--- config.mk ---
export PLATFORM = sky130hd
export DESIGN_NAME = sumador_arbitro
export DESIGN_NICKNAME = d
export VERILOG_FILES = /design/src/rtl/sumador_arbitro_pkg.sv /design/src/rtl/sumador_arbitro_sumador.sv /design/src/rtl/sumador_arbitro.sv
export SDC_FILE = /design/constraint.sdc
export NUM_CORES = 1
export LEC_CHECK = 0
export ABC_AREA = 0
export BUFFER_PORTS_ARGS = -buffer_cell sky130_fd_sc_hd__buf_4
export CAP_MARGIN = 20
export CORE_UTILIZATION = 52
export CTS_BUF_LIST = sky130_fd_sc_hd__clkbuf_8
export CTS_CLUSTER_DIAMETER = 80
export DETAILED_ROUTE_END_ITERATION = 7
export PLACE_DENSITY_LB_ADDON = 0.05
export SYNTH_ARGS = -nofsm -noshare
export SYNTH_HDL_FRONTEND = slang
export SYNTH_SLANG_ARGS = --single-unit
--- constraint.sdc ---
create_clock -name clk -period 3 [get_ports clk]
set_input_delay 0.6 -clock clk [delete_from_list [all_inputs] [get_ports clk]]
set_output_delay 0.6 -clock clk [all_outputs]
set_load 0.01 [all_outputs]
--- src/rtl/sumador_arbitro_pkg.sv ---
// -----------------------------------------------------------------------------
// sumador_arbitro_pkg
// Shared constants for the round-robin sumador scheduler and its adder:
//   - FSM state encodings (IDLE -> LOAD -> CAPT -> IDLE)
//   - operand, result and sel widths of the shared sumador
// -----------------------------------------------------------------------------
package sumador_arbitro_pkg;

    localparam int OPW  = 8;   // one battery reading
    localparam int RESW = 9;   // adder result, carry in bit 8
    localparam int SELW = 2;   // sumador operation select

    localparam logic [1:0] ST_IDLE = 2'd0;
    localparam logic [1:0] ST_LOAD = 2'd1;
    localparam logic [1:0] ST_CAPT = 2'd2;

endpackage

--- src/rtl/sumador_arbitro_sumador.sv ---
// -----------------------------------------------------------------------------
// sumador_arbitro_sumador
// The shared combinational battery adder.
// Ports:
//   sel       in  2   operation select
//                     00: a + b
//                     01: a + b + 1
//                     10: a + a
//                     11: b + b
//   baterias  in  16  {a, b}: reading a in [15:8], reading b in [7:0]
//   sum       out 9   full-width result, never truncated
// -----------------------------------------------------------------------------
module sumador_arbitro_sumador
    import sumador_arbitro_pkg::*;
(
    input  logic [SELW-1:0]  sel,
    input  logic [2*OPW-1:0] baterias,
    output logic [RESW-1:0]  sum
);

    logic [RESW-1:0] a_ext;
    logic [RESW-1:0] b_ext;

    assign a_ext = {1'b0, baterias[2*OPW-1:OPW]};
    assign b_ext = {1'b0, baterias[OPW-1:0]};

    always_comb begin
        case (sel)
            2'b00:   sum = a_ext + b_ext;
            2'b01:   sum = a_ext + b_ext + RESW'(1);
            2'b10:   sum = a_ext + a_ext;
            default: sum = b_ext + b_ext;
        endcase
    end

endmodule

--- src/rtl/sumador_arbitro.sv ---
// -----------------------------------------------------------------------------
// sumador_arbitro
// Round-robin scheduler sharing one sumador among NREQ requesters. A granted
// requester's operands are registered into the adder, the sum is captured two
// cycles later and returned tagged with the requester id.
// Ports:
//   clk        in   1        system clock, rising edge
//   rst_n      in   1        asynchronous, active-low reset
//   req        in   NREQ     request level per requester, held until granted
//   op_a       in   NREQ*8   operand A, slice i = [8*i+7:8*i]
//   op_b       in   NREQ*8   operand B, same slicing
//   op_sel     in   NREQ*2   sumador sel, slice i = [2*i+1:2*i]
//   grant      out  NREQ     one-hot pulse in the accepting cycle
//   res        out  9        captured adder result (holds between pulses)
//   res_id     out  IDW      owner of res (holds between pulses)
//   res_valid  out  1        single-cycle pulse qualifying res/res_id
//   busy       out  1        FSM not in IDLE
//
// Handshake: req is a level; the cycle grant[i] is high is the only cycle in
// which requester i's operands are sampled. The requester may drop req or
// change operands from the next cycle on. Results are fire-and-forget:
// res_valid is a one-cycle pulse with no back-pressure.
// -----------------------------------------------------------------------------
module sumador_arbitro
    import sumador_arbitro_pkg::*;
#(
    parameter int NREQ = 4,
    parameter int IDW  = 2
) (
    input  logic                 clk,
    input  logic                 rst_n,
    input  logic [NREQ-1:0]      req,
    input  logic [NREQ*OPW-1:0]  op_a,
    input  logic [NREQ*OPW-1:0]  op_b,
    input  logic [NREQ*SELW-1:0] op_sel,
    output logic [NREQ-1:0]      grant,
    output logic [RESW-1:0]      res,
    output logic [IDW-1:0]       res_id,
    output logic                 res_valid,
    output logic                 busy
);

    logic [1:0]      state;
    logic [IDW-1:0]  ptr;       // last requester served
    logic [IDW-1:0]  id;        // requester currently in the adder
    logic [OPW-1:0]  reg_a;
    logic [OPW-1:0]  reg_b;
    logic [SELW-1:0] reg_sel;
    logic [RESW-1:0] sum;

    logic            found;
    logic [IDW-1:0]  win;
    logic [IDW-1:0]  cand;
    logic            accept;
    logic [OPW-1:0]  win_a;
    logic [OPW-1:0]  win_b;
    logic [SELW-1:0] win_sel;

    // Rotating priority: scan ptr+1, ptr+2, ... wrapping modulo NREQ, so the
    // requester served last has the lowest priority next time.
    always_comb begin
        found = 1'b0;
        win   = '0;
        cand  = '0;
        for (int k = 1; k <= NREQ; k++) begin
            cand = IDW'((int'(ptr) + k) % NREQ);
            if (!found && req[cand]) begin
                found = 1'b1;
                win   = cand;
            end
        end
    end

    // Gated by rst_n so grant is low for the whole time reset is asserted,
    // even while requesters keep req high.
    assign accept = rst_n && (state == ST_IDLE) && found;

    always_comb begin
        grant   = '0;
        win_a   = '0;
        win_b   = '0;
        win_sel = '0;
        for (int i = 0; i < NREQ; i++) begin
            if (win == IDW'(i)) begin
                grant[i] = accept;
                win_a    = op_a[OPW*i +: OPW];
                win_b    = op_b[OPW*i +: OPW];
                win_sel  = op_sel[SELW*i +: SELW];
            end
        end
    end

    // The adder always sees the registered operands; LOAD is its settle cycle.
    sumador_arbitro_sumador u_sumador (
        .sel      (reg_sel),
        .baterias ({reg_a, reg_b}),
        .sum      (sum)
    );

    always_ff @(posedge clk or negedge rst_n) begin
        if (!rst_n) begin
            state     <= ST_IDLE;
            ptr       <= IDW'(NREQ - 1);
            id        <= '0;
            reg_a     <= '0;
            reg_b     <= '0;
            reg_sel   <= '0;
            res       <= '0;
            res_id    <= '0;
            res_valid <= 1'b0;
        end else begin
            res_valid <= 1'b0;
            case (state)
                ST_IDLE: begin
                    if (accept) begin
                        reg_a   <= win_a;
                        reg_b   <= win_b;
                        reg_sel <= win_sel;
                        id      <= win;
                        state   <= ST_LOAD;
                    end
                end
                ST_LOAD: begin
                    state <= ST_CAPT;
                end
                ST_CAPT: begin
                    res       <= sum;
                    res_id    <= id;
                    res_valid <= 1'b1;
                    // Pointer moves only once the operation completes, so an
                    // aborted operation leaves fairness untouched.
                    ptr       <= id;
                    state     <= ST_IDLE;
                end
                default: begin
                    state <= ST_IDLE;
                end
            endcase
        end
    end

    assign busy = (state != ST_IDLE);

endmodule

### Word-level counts from Yosys, hierarchy flattened

Index checks and enable logic that the tools add are counted.

* flip-flop bits (word level): 36
* latch bits: 0
* RAM bits: 0
* ROM bits: 0
* input port bits: 78
* output and inout port bits: 17
* word-level logic and storage cells: 78
* memories kept: 0

* add/subtract/negate cells: 8
* multiply operators: 0
* div/mod/pow operators: 0
* order comparisons: 4
* equality and inequality tests: 8
* shifts and indexed selects: 0
* multiplexer cells: 36
* bitwise gates (word level): 0
* reduce and logical (&&, ||, !) cells: 13

Operators by type and width (count)
* $mux W8: 8
* $add A8 B8 Y9: 3
* $pmux W9 S3: 1
* $mux W2: 9
* $mux W1: 13
* $lt A2 B3 Y1 const B: 4
* $add A9 B1 Y9 const B: 1
* $bmux W1 S2: 4
* $eq A2 B2 Y1 const B: 4
* $eq A2 B1 Y1 const B: 3
* $logic_not A2 Y1: 3
* $logic_and A1 B1 Y1: 5
* $add A2 B1 Y2 const B: 2
* $add A2 B2 Y2 const B: 2
* $pmux W2 S2: 1
* $logic_not A1 Y1: 3
* $ne A2 B2 Y1 const B: 1
* $reduce_and A2 Y1: 1
* $reduce_bool A2 Y1: 1

### Depth between registers and ports, before layout

* word-level depth: 18
* mapped depth: 10
* gate-level depth less buffers: 10

### Modules after synthesis

A second synthesis with hierarchy kept.

* cells, all modules: 306
* area total of the unflattened synthesis: 2796.4 sq um

By module, submodules not included
* sumador_arbitro: times used 1, cells an instance 224, area each 2102.0 sq um, sequential area each 903.4 sq um
* sumador_arbitro_sumador: times used 1, cells an instance 82, area each 694.4 sq um, sequential area each 0.0 sq um

### Worst setup path after synthesis

No wires, ideal clock.

* path kind: input -> output
* from: input req[1]
* to: output grant[0]
* arrival: 1.853 ns
* data required time: 2.400 ns
* setup slack: 0.547 ns
* stages: 5
* path buffers: 2
* cell sequence: or2_2 o311ai_2 clkbuf_1 clkbuf_1 nor3_1

* word-level cells in the longest chain between the ends: 14
* elaborated cells between the ends (all ways): 25
* those cells by class: 17 x mux; 8 x reduce/logical

RTL lines
* from (decl): RTL line sumador_arbitro.sv:32 `input logic [NREQ-1:0] req,`
* $bmux W1 S2: RTL line sumador_arbitro.sv:67 `if (!found && req[cand]) begin`
* $mux W1 (implied by the code): RTL line sumador_arbitro.sv:67
* $mux W1: RTL line sumador_arbitro.sv:67
* $logic_not A1 Y1: RTL line sumador_arbitro.sv:67
* $logic_and A1 B1 Y1: RTL line sumador_arbitro.sv:67
* $mux W1: RTL line sumador_arbitro.sv:67
* $logic_not A1 Y1: RTL line sumador_arbitro.sv:67
* $logic_and A1 B1 Y1: RTL line sumador_arbitro.sv:67
* $mux W1: RTL line sumador_arbitro.sv:67
* $logic_not A1 Y1: RTL line sumador_arbitro.sv:67
* $logic_and A1 B1 Y1: RTL line sumador_arbitro.sv:67
* $mux W2 / $mux W1 (equally long branches): RTL line sumador_arbitro.sv:67
* $logic_not A2 Y1 / $logic_and A1 B1 Y1 (equally long branches): RTL line sumador_arbitro.sv:84, sumador_arbitro.sv:76
* $mux W1 (*): RTL line sumador_arbitro.sv:84 `if (win == IDW'(i)) begin`
* to (decl): RTL line sumador_arbitro.sv:36 `output logic [NREQ-1:0] grant,`

Mark *: on every way between the ends. The rest lies on a longest branch, timed or not. The select of a mux whose other input is x is not followed.

### Final worst setup path

* from: input req[1]
* to: output grant[1]

* word-level cells in the longest chain between the ends: 14
* elaborated cells between the ends (all ways): 25
* those cells by class: 1 x eq/ne; 17 x mux; 7 x reduce/logical

RTL lines (RTL line)
* $bmux W1 S2: sumador_arbitro.sv:67
* $mux W1 (implied by the code): sumador_arbitro.sv:67
* $mux W1: sumador_arbitro.sv:67
* $logic_not A1 Y1: sumador_arbitro.sv:67
* $logic_and A1 B1 Y1: sumador_arbitro.sv:67
* $mux W1: sumador_arbitro.sv:67
* $logic_not A1 Y1: sumador_arbitro.sv:67
* $logic_and A1 B1 Y1: sumador_arbitro.sv:67
* $mux W1: sumador_arbitro.sv:67
* $logic_not A1 Y1: sumador_arbitro.sv:67
* $logic_and A1 B1 Y1: sumador_arbitro.sv:67
* $mux W2 / $mux W1 (equally long branches): sumador_arbitro.sv:67
* $eq A2 B1 Y1 / $logic_and A1 B1 Y1 (equally long branches): sumador_arbitro.sv:84, sumador_arbitro.sv:76
* $mux W1 (*): sumador_arbitro.sv:84

Marked as above.

==> flow_metrics.py <==
metrics = {
    "sta": {
        "timing.final.hold_violations": 0,
        "drv_slew": 0,
        "rsz0062_at_grt": "false",
        "fmax_mhz": 396.2,
        "finalSetupTns_ns": 0,
        "slew_headroom_pct": 57.27,
        "min_period_ns": 2.524,
        "skew_ns": 0.004750,
        "final-setup-viol-count": 0,
        "period_share_pct": 84.12,
        "hold_slack_ns": 0.3934,
        "tightest_slew_ns": 0.6386,
        "setup_ws_ns": 0.4763,
    },
    "clock_tree": {
        "postCtsSetupRepairBufs": 0,
        "ctsResizeCount": 0,
        "cts_max_path_buffers": 2,
        "cts-buffers-inserted": 5,
        "clock_latency_ns": 0.29,
        "cts_sinks": 36,
        "cts_tree": "yes",
        "clkTransAtPathRegs_ns": 0.07,
        "cts_hold_buffers": 0,
        "clock-root-buffer": "clkbuf_8",
        "h-tree-depth": 2,
    },
    "synth": {
        "synth-async-reset-ratio_pct": 100.0,
        "avgSynthCellArea_um2": 9.014,
        "synthFlopType": "dfrtp_1",
        "ys_seq_area_share_pct": 32.97,
        "synth-edff-count": 0,
        "synth_seq_cells": 36,
        "synth_nets": 392,
        "synth_cells": 304,
        "syn_area_um2": 2740,
        "yosys_warnings": 0,
        "netlist-cell-type-count": 59,
    },
    "finish": {
        "nFillCells": 441,
        "layout.cells.non_filler": 468,
        "num_antenna_cells": 0,
        "final_area_um2": 3621,
        "final_util_pct": 71.35,
        "syn2layout_area_growth_pct": 32.15,
        "fin_nets": 485,
        "multi_input_area_um2": 1738,
        "drive_gt1_share_pct": 31.91,
        "seqCellArea_um2": 903.4,
    },
    "setup_path": {
        "worstSetupEndpointType": "primary output",
        "path_class": "in -> out",
        "cp.required_ns": 2.40,
        "worstPathArrival_ns": 1.92,
        "startpoint_type": "input port",
        "crit_path_max_fanout": 39,
    },
    "run_status": {
        "status": "finished, final reports clean",
    },
    "detailed_routing": {
        "firstDrtPassIters": 4,
        "avgRoutedWirePerCell_um": 14.57,
        "totalWireLength_um": 6821,
        "drt_iter0_drc": 132,
        "via_per_inst": 5.628,
        "drc": 0,
        "dr_total_vias": 2634,
        "detail-route-antenna-nets": 0,
    },
    "place": {
        "place_hpwl_um": 5416,
        "place_area_um2": 3525,
        "place_congestion": 0.9186,
        "post-place-ws_ns": 0.4972,
        "dpl.cell_count": 460,
        "portBuffers": 94,
    },
    "die": {
        "die_x_um": 74.59,
        "coreArea_um2": 5075,
        "ios": 95,
        "std_cell_rows": 26,
        "initial_core_util_pct": 53.99,
        "die_area_um2": 5564,
        "die_h_um": 74.59,
    },
    "global_routing": {
        "use_met2_pct": 41.34,
        "grt_pass1_wl_um": 11070,
        "grt_pass1_vias": 2418,
        "antenna_found_initial": 0,
        "grt_max_degree": 40,
        "grt_use_met1_pct": 36.14,
        "grt_usage_pct": 26.24,
        "grt_use_met3_pct": 5.014,
        "busiest_layer": "met2",
        "overflow": 0,
    },
    "flow_run": {
        "cap_viol_max_count": 0,
    },
    "power": {
        "power_mw": 3.650,
        "p_leak_nw": 1.743,
        "power.density_nw_per_um2": 1008,
        "peakVddDrop_uv": 421.0,
    },
    "hold_path": {
        "hold_class": "in -> async",
    },
}
path summary, 6_finish.rpt:
kind	start	to	slack (ns)	depth (start not counted)
worst min-delay path	rst_n	res[8]	0.39	2
worst max-delay path	req[1]	grant[1]	0.48	6
min in group clk	state[1]	state[1]	0.47	1
max in group asynchronous	rst_n	ptr[1]	2.26	2
worst min register to register	state[1]	state[1]	0.47	1
worst max register to register	reg_b[0]	res[5]	0.50	9
logic make-up (layout without fill, tap and decap cells):
group,Yosys count,after routing,share of synthesized area (%)
buf+inv,24,118,4.429
xor+xnor,7,7,2.512
compound gates,101,101,26.17
fa+ha+maj,10,10,4.840
flops,36,36,32.97
mux,28,28,10.87
simple gates,98,98,18.22
worst max-delay path, stage by stage:
cell      delay [ns]
buf_4           0.12
or2_2           0.32
o311ai_4        0.24
buf_4           0.38
nor3_1          0.10
buf_4           0.16
registers in the layout (all words and copies together), names as in the netlist:
name and count:
id 2, ptr 2, reg_a 8, reg_b 8, reg_sel 2, res 9
res_id 2, res_valid 1, state 2
area by class of cell:
type                    count  share of cell area (%)
well taps                  70                   2.419
repair buffers            102                   21.15
clock buffers               6                   2.281
flip-flops and latches     36                   24.95
clock inverters             2                  0.3801
inverters                   8                  0.8293
multi-input cells         244                   48.00
metal layers:
layer	vias up	routed length, um
met4	0	98
met1	1214	3110
li1	1319	-
met5	-	0
met3	8	391
met2	93	3220
Yosys cell counts (5+ instances only):
cell      number  area (um^2)
dfrtp_1       34        850.8
nand2_1       28        105.1
mux2i_1       23        230.2
nor2_1        22        82.58
o21ai_0       21        105.1
a21oi_1       17        85.08
a211oi_1      16        120.1
nor2b_1       12        75.07
a22oi_1       11        82.58
a21o_1         9        67.56
clkbuf_1       9        33.78
ha_1           9        112.6
inv_1          7        26.28
nand2b_1       7        43.79
nand3_1        5        25.02
o211ai_1       5        37.54
o21a_1         5        37.54
cells in the final DEF (no fill, tap or decap), drive strengths merged, types with 3 or more instances in the layout:
cell    count
a211oi     17
a21o        9
a21oi      17
a22oi      11
buf       102
clkbuf      6
dfrtp      34
ha          9
inv         8
mux2        4
mux2i      23
nand2      28
nand2b      7
nand3       6
nand3b      3
nand4       3
nor2       22
nor2b      12
nor3        4
o211ai      5
o21a        5
o21ai      22
o311ai      3
xnor2       4
xor2        3
report_power, final:
group	total (mW)	switching, mW	internal (mW)
clock	0.370	0.182	0.188
sequential	0.953	0.240	0.714
combinational	2.33	1.25	1.08
total	3.65	1.67	1.98
(Power assumes the default switching activity.)
